===== src/rtl/basic_cpu_pkg.sv =====
// Shared definitions for the basic computer: widths, opcodes, execution-stage states.
package basic_cpu_pkg;

  localparam int AW_DEF = 12;
  localparam int DW_DEF = 16;

  localparam logic [2:0] OP_AND = 3'd0;
  localparam logic [2:0] OP_ADD = 3'd1;
  localparam logic [2:0] OP_LDA = 3'd2;
  localparam logic [2:0] OP_STA = 3'd3;
  localparam logic [2:0] OP_BUN = 3'd4;
  localparam logic [2:0] OP_BSA = 3'd5;
  localparam logic [2:0] OP_ISZ = 3'd6;
  localparam logic [2:0] OP_REG = 3'd7;

  typedef logic [2:0] state_t;
  localparam state_t ST_IDLE    = 3'd0;
  localparam state_t ST_IND_RD  = 3'd1;
  localparam state_t ST_IND_CAP = 3'd2;
  localparam state_t ST_RD      = 3'd3;
  localparam state_t ST_EXEC    = 3'd4;
  localparam state_t ST_WR      = 3'd5;
  localparam state_t ST_DONE    = 3'd6;

  // First state after the effective address is known.
  function automatic state_t dispatch(input logic [2:0] op);
    state_t st;
    case (op)
      OP_AND, OP_ADD, OP_LDA, OP_ISZ: st = ST_RD;
      OP_STA, OP_BSA:                 st = ST_WR;
      default:                        st = ST_DONE;
    endcase
    return st;
  endfunction

endpackage


===== src/rtl/mri_alu.sv =====
// Combinational datapath for memory-reference instructions: AND, 17-bit ADD, increment, zero-detect.
module mri_alu #(
  parameter int DW = 16
) (
  input  logic [DW-1:0] a_i,
  input  logic [DW-1:0] b_i,
  input  logic [DW-1:0] dr_i,
  output logic [DW-1:0] and_o,
  output logic [DW:0]   sum_o,
  output logic [DW-1:0] inc_o,
  output logic          zero_o
);

  assign and_o  = a_i & b_i;
  assign sum_o  = {1'b0, a_i} + {1'b0, b_i};
  assign inc_o  = b_i + {{(DW-1){1'b0}}, 1'b1};
  assign zero_o = (dr_i == {DW{1'b0}});

endmodule


===== src/rtl/mem_ref_exec.sv =====
// Memory-reference execution stage (AND/ADD/LDA/STA/BUN/BSA/ISZ) against a synchronous SRAM.
// Define INDIRECT_EN to honour the indirect-address bit (adds IND_RD/IND_CAP states).
module mem_ref_exec
  import basic_cpu_pkg::*;
#(
  parameter int AW = AW_DEF,
  parameter int DW = DW_DEF
) (
  input  logic          clk,
  input  logic          rst,
  input  logic          start,
  input  logic [2:0]    opcode,
  input  logic          ind,
  input  logic [AW-1:0] ar_in,
  input  logic [DW-1:0] ac_in,
  input  logic          e_in,
  input  logic [AW-1:0] pc_in,
  input  logic [DW-1:0] sram_rdata,
  output logic [AW-1:0] sram_addr,
  output logic [DW-1:0] sram_wdata,
  output logic          sram_we,
  output logic [DW-1:0] ac_out,
  output logic          e_out,
  output logic [AW-1:0] pc_out,
  output logic          busy,
  output logic          done,
  output logic          illegal
);

  state_t        state_q, state_d;
  logic [2:0]    opc_q, opc_d;
  logic [AW-1:0] ar_q, ar_d, pc_q, pc_d, pc_out_q, pc_out_d;
  logic [DW-1:0] ac_q, ac_d, dr_q, dr_d, ac_out_q, ac_out_d;
  logic          e_q, e_d, e_out_q, e_out_d;
  logic          busy_q, busy_d, done_q, done_d, illegal_q, illegal_d;

  logic [DW-1:0] and_s, inc_s;
  logic [DW:0]   sum_s;
  logic          dr_zero_s;

`ifndef INDIRECT_EN
  logic ind_unused_s;
  assign ind_unused_s = ind;
`endif

  mri_alu #(.DW(DW)) u_alu (
    .a_i   (ac_q),
    .b_i   (sram_rdata),
    .dr_i  (dr_q),
    .and_o (and_s),
    .sum_o (sum_s),
    .inc_o (inc_s),
    .zero_o(dr_zero_s)
  );

  // Next-state and datapath update for the execution FSM.
  always_comb begin
    state_d   = state_q;
    opc_d     = opc_q;
    ar_d      = ar_q;
    ac_d      = ac_q;
    e_d       = e_q;
    pc_d      = pc_q;
    dr_d      = dr_q;
    ac_out_d  = ac_out_q;
    e_out_d   = e_out_q;
    pc_out_d  = pc_out_q;
    busy_d    = busy_q;
    done_d    = 1'b0;
    illegal_d = 1'b0;
    case (state_q)
      ST_IDLE: begin
        if (start) begin
          opc_d  = opcode;
          ar_d   = ar_in;
          ac_d   = ac_in;
          e_d    = e_in;
          pc_d   = pc_in;
          busy_d = 1'b1;
`ifdef INDIRECT_EN
          if (ind) begin
            state_d = ST_IND_RD;
          end else begin
            state_d = dispatch(opcode);
          end
`else
          state_d = dispatch(opcode);
`endif
        end else begin
          state_d = ST_IDLE;
        end
      end
`ifdef INDIRECT_EN
      ST_IND_RD:  state_d = ST_IND_CAP;
      ST_IND_CAP: begin
        ar_d    = sram_rdata[AW-1:0];
        state_d = dispatch(opc_q);
      end
`endif
      ST_RD: state_d = ST_EXEC;
      ST_EXEC: begin
        state_d = ST_DONE;
        case (opc_q)
          OP_AND:  ac_d = and_s;
          OP_ADD:  {e_d, ac_d} = sum_s;
          OP_LDA:  ac_d = sram_rdata;
          OP_ISZ: begin
            dr_d    = inc_s;
            state_d = ST_WR;
          end
          default: state_d = ST_DONE;
        endcase
      end
      ST_WR: begin
        state_d = ST_DONE;
        if (opc_q == OP_BSA) begin
          pc_d = ar_q + {{(AW-1){1'b0}}, 1'b1};
        end else if (opc_q == OP_ISZ && dr_zero_s) begin
          pc_d = pc_q + {{(AW-1){1'b0}}, 1'b1};
        end else begin
          pc_d = pc_q;
        end
      end
      ST_DONE: begin
        // BUN resolves here so an indirect target captured in IND_CAP is used.
        if (opc_q == OP_BUN) begin
          pc_d     = ar_q;
          pc_out_d = ar_q;
        end else begin
          pc_out_d = pc_q;
        end
        ac_out_d  = ac_q;
        e_out_d   = e_q;
        done_d    = 1'b1;
        illegal_d = (opc_q == OP_REG);
        busy_d    = 1'b0;
        state_d   = ST_IDLE;
      end
      default: begin
        state_d = ST_IDLE;
        busy_d  = 1'b0;
      end
    endcase
  end

  // State and result registers.
  always_ff @(posedge clk or negedge rst) begin
    if (!rst) begin
      state_q   <= ST_IDLE;
      opc_q     <= 3'd0;
      ar_q      <= {AW{1'b0}};
      ac_q      <= {DW{1'b0}};
      e_q       <= 1'b0;
      pc_q      <= {AW{1'b0}};
      dr_q      <= {DW{1'b0}};
      ac_out_q  <= {DW{1'b0}};
      e_out_q   <= 1'b0;
      pc_out_q  <= {AW{1'b0}};
      busy_q    <= 1'b0;
      done_q    <= 1'b0;
      illegal_q <= 1'b0;
    end else begin
      state_q   <= state_d;
      opc_q     <= opc_d;
      ar_q      <= ar_d;
      ac_q      <= ac_d;
      e_q       <= e_d;
      pc_q      <= pc_d;
      dr_q      <= dr_d;
      ac_out_q  <= ac_out_d;
      e_out_q   <= e_out_d;
      pc_out_q  <= pc_out_d;
      busy_q    <= busy_d;
      done_q    <= done_d;
      illegal_q <= illegal_d;
    end
  end

  // SRAM port decoded from the state register; reset forces IDLE so the strobe drops at once.
  always_comb begin
    sram_addr  = {AW{1'b0}};
    sram_wdata = {DW{1'b0}};
    sram_we    = 1'b0;
    case (state_q)
      ST_IND_RD, ST_RD: sram_addr = ar_q;
      ST_WR: begin
        sram_addr = ar_q;
        sram_we   = 1'b1;
        case (opc_q)
          OP_STA:  sram_wdata = ac_q;
          OP_BSA:  sram_wdata = {{(DW-AW){1'b0}}, pc_q};
          OP_ISZ:  sram_wdata = dr_q;
          default: sram_wdata = {DW{1'b0}};
        endcase
      end
      default: sram_addr = {AW{1'b0}};
    endcase
  end

  assign ac_out  = ac_out_q;
  assign e_out   = e_out_q;
  assign pc_out  = pc_out_q;
  assign busy    = busy_q;
  assign done    = done_q;
  assign illegal = illegal_q;

endmodule


===== config.mk =====
export PLATFORM = sky130hd
export DESIGN_NAME = mem_ref_exec
export DESIGN_NICKNAME = d
export VERILOG_FILES = /design/src/rtl/basic_cpu_pkg.sv /design/src/rtl/mri_alu.sv /design/src/rtl/mem_ref_exec.sv
export SDC_FILE = /design/constraint.sdc
export NUM_CORES = 1
export LEC_CHECK = 0
export ABC_CLOCK_PERIOD_IN_PS = 4600
export CAP_MARGIN = 40
export CORE_ASPECT_RATIO = 0.8
export CORE_MARGIN = 4
export CORE_UTILIZATION = 30
export DETAILED_ROUTE_END_ITERATION = 12
export PLACE_DENSITY_LB_ADDON = 0.2
export SLEW_MARGIN = 20
export SYNTH_ARGS = -nofsm -noshare
export SYNTH_HDL_FRONTEND = slang
export SYNTH_SLANG_ARGS = --single-unit

===== constraint.sdc =====
create_clock -name clk -period 4.6 [get_ports clk]
set_input_delay 0.92 -clock clk [delete_from_list [all_inputs] [get_ports clk]]
set_output_delay 0.92 -clock clk [all_outputs]
set_load 0.03 [all_outputs]

==> out/qor.yml, run 1 <==
cts_max_level: 3
die_y_um: 138
ff_latch_area_mm2: 0.00238
layout-drive-gt1-share_pct: 6.72
mostFrequentLayoutCell: "nand2_1"
drc: 0
period_share_pct: 88.1
port_buffers: 123
report.final.slew_viol_count: 0
gp_routability_congestion: 0.843
synth-async-reset-ratio_pct: 100
vias: 5847
critPathRequiredTime_ns: 3.68
ctsHoldBuffers: 0
synthFlopType: "dfrtp_1"
layout.cells.most_common_list: "nand2_1 (146), clkdlybuf4s50_1 (122), dfrtp_1 (95)"
ios: 125
post-cts-setup-buffer-count: 0
ant_nets: 0
r2r_slack_ns: 1.49
grt_pass1_vias: 5612
grt_max_degree: 45
tightest_slew_ns: 0.785
synth_edf_count: 0
path_buf_inv: 2
syn_inst: 744
cp.arrival_ns: 3.13
power.density_mw_per_mm2: 715
start_kind: "flop"
synth_area_mm2: 0.00634
synth_fa_ha_area_share_pct: 3.87
outcome: "finished clean"
grt_first_pass_wirelength_mm: 32.7
cts_tree: "built"
max_cap_viol_count: 0
clock-sinks: 95
rsz0062_at_grt: "no"
wl_per_cell_um: 18.6
layoutNonFillerInstCount: 1117
dr.pass1.iters: 5
synth-compound-area-share_pct: 20.6
syn_avg_cell_area_um2: 8.52
cts_made_buffers: 9
cp_top_family: "buffers and inverters"
p_leak_nw: 3.44
place_inst: 1100
synth_nets: 827
post-route-util_pct: 39.3
die_w_um: 171
antenna_found_initial: 0
crit_path_cell_trace: "and2b_1, o21a_1, o21ai_0, buf_4, nor2_1, clkdlybuf4s50_1"
setup_slack_ns: 0.545
synth.distinct_cells: 62
clk_pin_slew_ns: 0.06
ir_worst_vdd_v: 0.000277
min_period_ns: 4.05
worstSetupPathType: "reg -> out"
seq_area_frac_synth_pct: 37.5
core_mm2: 0.0208
grtUsageTotal_pct: 17.6
max_slew_margin_pct: 47.6
muxShareOfSynthArea_pct: 4.12
cts_buffer_depth: 2
finalWirelength_mm: 20.8
fill_cells: 2157
worstSetupEndpointType: "primary output"
hold_viol_final: 0
tns_ns: 0
ys_ff_latch: 95
synth_top_family_by_area: "simple AND/OR/NAND/NOR gates"
fmax_ghz: 0.247
cpPeakStageDelay_ns: 0.76
final_nets: 926
whs_ns: 0.478
hp-class: "reg -> reg"
cts-root-buf: "clkbuf_16"
worstSkewPairLatency_ns: 0.36
slowest_stage: "dfrtp_1"
synth-xor-area-share_pct: 5.25
dp_hpwl_mm: 15.5
ys_warn_count: 0
overflow: 0
vias_per_cell: 5.23
fin_worst_skew_ns: 0.0107
drt-initial-drc-count: 552
area_growth_pct: 28.6
yosys.area_share.simple_pct: 24.0
n_antenna_cell: 0
crit_fanout: 21
multi_input_comb_area_mm2: 0.00368
die_area_mm2: 0.0235
finalSetupViolations: 0
post_cts.resized_instances: 0
initial_utilization_pct: 30.5
place_ws_ns: 0.984
num_rows: 47
-- flip-flops by register name, indices dropped and copies added, names as in the netlist --
name	cells
ac_out	16
ac_q	16
ar_q	12
busy	1
done	1
dr_q	16
e_out	1
e_q	1
illegal	1
opc_q	3
pc_out	12
pc_q	12
state_q	3
-- power breakdown --
part | total, mW | internal [mW] | leakage (nW) | switching [mW]
Clock | 0.925 | 0.586 | 0.173 | 0.339
Combinational | 3.10 | 1.30 | 2.11 | 1.80
Sequential | 1.81 | 1.24 | 1.16 | 0.570
Total | 5.83 | 3.12 | 3.44 | 2.71
-- layout make-up --
type | count | share of cell area [%]
multi-input combinational | 588 | 45.1
timing repair buffer | 140 | 16.8
inverter | 9 | 0.414
sequential | 95 | 29.2
clock inverter | 6 | 1.63
clock buffer | 10 | 2.81
tap | 269 | 4.13
-- kinds of logic after synthesis --
family                   Yosys count
multiplexers                      26
adder cells (fa/ha/maj)           19
AO/OA/AOI/OAI                    183
flip-flops                        95
AND/OR/NAND/NOR                  322
buffers and inverters             61
XOR/XNOR                          38
-- final timing paths --
| check | start | to | cells past startpoint |
|---|---|---|---|
| worst max-delay path | opc_q[2]$_DFFE_PN0P_ | sram_wdata[11] | 6 |
| worst min-delay path | pc_out[10]$_DFFE_PN0P_ | pc_out[10]$_DFFE_PN0P_ | 1 |
| worst max register to register | opc_q[2]$_DFFE_PN0P_ | pc_q[10]$_DFFE_PN0P_ | 10 |
| worst min register to register | pc_out[10]$_DFFE_PN0P_ | pc_out[10]$_DFFE_PN0P_ | 1 |
| max in group asynchronous | rst | done$_DFF_PN0_ | 2 |
| min in group asynchronous | rst | pc_q[9]$_DFFE_PN0P_ | 1 |
-- per-stage QoR --
| stage | power, mW | instance area, um^2 |
|---|---|---|
| finish | 5.83 | 8150 |
| global route | 6.26 | 8150 |
| CTS | 5.84 | 8140 |
| detailed placement | 4.88 | 7780 |
| global placement | 4.85 | 7770 |
| floorplan | 3.87 | 6340 |
-- synth_stat cells (3+ instances only) --
cell      count  area [um^2]
and3_1        9         56.3
xnor2_1      21          184
nor2b_1       5         31.3
buf_2        16         80.1
clkbuf_1     24         90.1
nand2_1     146          548
a31oi_1       9         56.3
a221o_1       5         50.1
nand3_1      30          150
a22oi_1      17          128
o21ai_0      39          195
o31ai_1       4         30.0
a221oi_2      4         60.1
nand2b_1      4         25.0
nand4_1       8         50.1
buf_4         4         30.0
nor3_1       10         50.1
dfrtp_1      95         2380
inv_1         9         33.8
a21oi_1      31          155
buf_6         4         45.0
a21o_1       14          105
o21a_1        3         22.5
and2_1       13         81.3
nor4_1        4         25.0
mux2i_1      25          250
or3_1         7         43.8
a21boi_0      3         22.5
buf_1         4         15.0
o211ai_1      3         22.5
a221oi_1     16          140
a22o_1       16          140
ha_1         18          225
nor2_1       68          255
xor2_1       17          149
-- routing by layer --
layer / vias to the layer above / track usage [%] / wire, um
li1: 2850 / - / -
met1: 2805 / 28.5 / 10900
met2: 179 / 24.2 / 8430
met3: 13 / 3.34 / 1190
met4: 0 / 3.19 / 188
met5: - / 0 / 0
Note: power is estimated with default switching activity, not from simulation.
==> run 2: changes to the inputs <==
- CAP_MARGIN: 40 -> 20
- CTS_CLUSTER_SIZE: not set -> 20
==> run 2 against run 1 <==
Net effect: critical path depth did not move; die area did not move; worst hold slack got worse by 0.00051 ns; cell count fell by 0.27%.
==> out/qor.yml, run 2 (same netlist as run 1, synthesis figures left out) <==
outcome: "finished clean"  # unchanged
grtUsageTotal_pct: 17.4  # was 17.6%
hp-class: "reg -> reg"  # unchanged
drt-initial-drc-count: 561  # was 552
cts_buffer_depth: 2  # unchanged
max_cap_viol_count: 0  # unchanged
die_w_um: 171  # unchanged
cts_made_buffers: 9  # unchanged
post-cts-setup-buffer-count: 0  # unchanged
p_leak_nw: 3.39  # was 3.44 nW
antenna_found_initial: 0  # unchanged
grt_first_pass_wirelength_mm: 32.4  # was 32.7 mm
fin_worst_skew_ns: 0.0108  # was 0.0107 ns
cp.arrival_ns: 3.14  # was 3.13 ns
worstSkewPairLatency_ns: 0.36  # about the same
gp_routability_congestion: 0.843  # unchanged
port_buffers: 123  # unchanged
ios: 125  # unchanged
report.final.slew_viol_count: 0  # unchanged
setup_slack_ns: 0.545  # about the same
dr.pass1.iters: 5  # unchanged
num_rows: 47  # unchanged
critPathRequiredTime_ns: 3.68  # about the same
drc: 0  # unchanged
place_ws_ns: 0.952  # was 0.984 ns
finalWirelength_mm: 20.6  # was 20.8 mm
post_cts.resized_instances: 0  # unchanged
area_growth_pct: 27.0  # was 28.6%
clock-sinks: 95  # unchanged
whs_ns: 0.478  # about the same
grt_max_degree: 45  # unchanged
final_nets: 924  # was 926
crit_path_cell_trace: "and2b_1, o21a_1, o21ai_0, buf_4, nor2_1, clkdlybuf4s50_1"  # unchanged
ir_worst_vdd_v: 0.000256  # was 0.000277 V
tightest_slew_ns: 1.03  # was 0.785 ns
power.density_mw_per_mm2: 700  # was 715 mW/mm^2
start_kind: "flop"  # unchanged
die_area_mm2: 0.0235  # unchanged
overflow: 0  # unchanged
hold_viol_final: 0  # unchanged
layout.cells.most_common_list: "nand2_1 (146), clkdlybuf4s50_1 (122), dfrtp_1 (95)"  # unchanged
crit_fanout: 21  # unchanged
wl_per_cell_um: 18.5  # was 18.6 um
die_y_um: 138  # unchanged
ant_nets: 0  # unchanged
slowest_stage: "dfrtp_1"  # unchanged
clk_pin_slew_ns: 0.07  # was 0.06 ns
vias: 5808  # was 5847
cpPeakStageDelay_ns: 0.75  # was 0.76 ns
mostFrequentLayoutCell: "nand2_1"  # unchanged
initial_utilization_pct: 30.5  # unchanged
rsz0062_at_grt: "no"  # unchanged
layout-drive-gt1-share_pct: 6.51  # was 6.72%
vias_per_cell: 5.21  # was 5.23
worstSetupPathType: "reg -> out"  # unchanged
cts_max_level: 3  # unchanged
ctsHoldBuffers: 0  # unchanged
dp_hpwl_mm: 15.5  # about the same
worstSetupEndpointType: "primary output"  # unchanged
n_antenna_cell: 0  # unchanged
min_period_ns: 4.06  # was 4.05 ns
tns_ns: 0  # unchanged
finalSetupViolations: 0  # unchanged
cts_tree: "built"  # unchanged
cts-root-buf: "clkbuf_16"  # unchanged
period_share_pct: 88.2  # was 88.1%
core_mm2: 0.0208  # unchanged
fmax_ghz: 0.247  # about the same
post-route-util_pct: 38.8  # was 39.3%
grt_pass1_vias: 5567  # was 5612
max_slew_margin_pct: 31.5  # was 47.6%
run 2: metrics by stage:
step	area [um^2]	power, mW	std cells
after global routing	8050	6.07	1114
after global placement	7770	4.85	1099
final	8050	5.64	1114
after floorplan	6340	3.87	744
after detailed placement	7770	4.88	1099
after CTS	8050	5.66	1114
run 2: path summary, 6_finish.rpt:
| path | startpoint | to | slack, ns | cells after the start |
|---|---|---|---|---|
| worst min-delay path | pc_out[3]$_DFFE_PN0P_ | pc_out[3]$_DFFE_PN0P_ | 0.48 | 1 |
| worst min register to register | pc_out[3]$_DFFE_PN0P_ | pc_out[3]$_DFFE_PN0P_ | 0.48 | 1 |
| min in group asynchronous | rst | pc_q[9]$_DFFE_PN0P_ | 0.56 | 1 |
| max in group asynchronous | rst | done$_DFF_PN0_ | 3.22 | 2 |
| worst max register to register | opc_q[2]$_DFFE_PN0P_ | pc_q[10]$_DFFE_PN0P_ | 1.52 | 10 |
| worst max-delay path | opc_q[2]$_DFFE_PN0P_ | sram_wdata[11] | 0.54 | 6 |
run 2: per-layer routing:
metal / track usage [%] / vias up / share of wire [%]
met5: 0 / - / 0
met4: 2.94 / 0 / 0.82
met3: 3.31 / 12 / 6.0
met2: 24.2 / 168 / 41
met1: 28.1 / 2779 / 52
li1: - / 2849 / -
run 2: area by class of cell:
cell class | instances | area, um^2
clock buffer | 9 | 225
clock inverter | 6 | 62.6
fill | 2138 | 12700
inverter | 9 | 33.8
multi-input combinational | 588 | 3680
sequential | 95 | 2380
tap | 269 | 337
timing repair buffer | 138 | 1340
run 2: power by group:
group          leakage (nW)  internal, mW  switching (mW)
logic                  2.10          1.28            1.79
registers              1.16          1.24           0.568
clock network         0.133         0.417           0.342
run 2: worst max-delay path, delay by kind of cell (launching register included):
kind                   cells  cell delay [ns]
AOI/OAI and AO/OA          2             0.29
buffers and inverters      2             0.92
DFF                        1             0.75
and+or+nand+nor            2             0.82
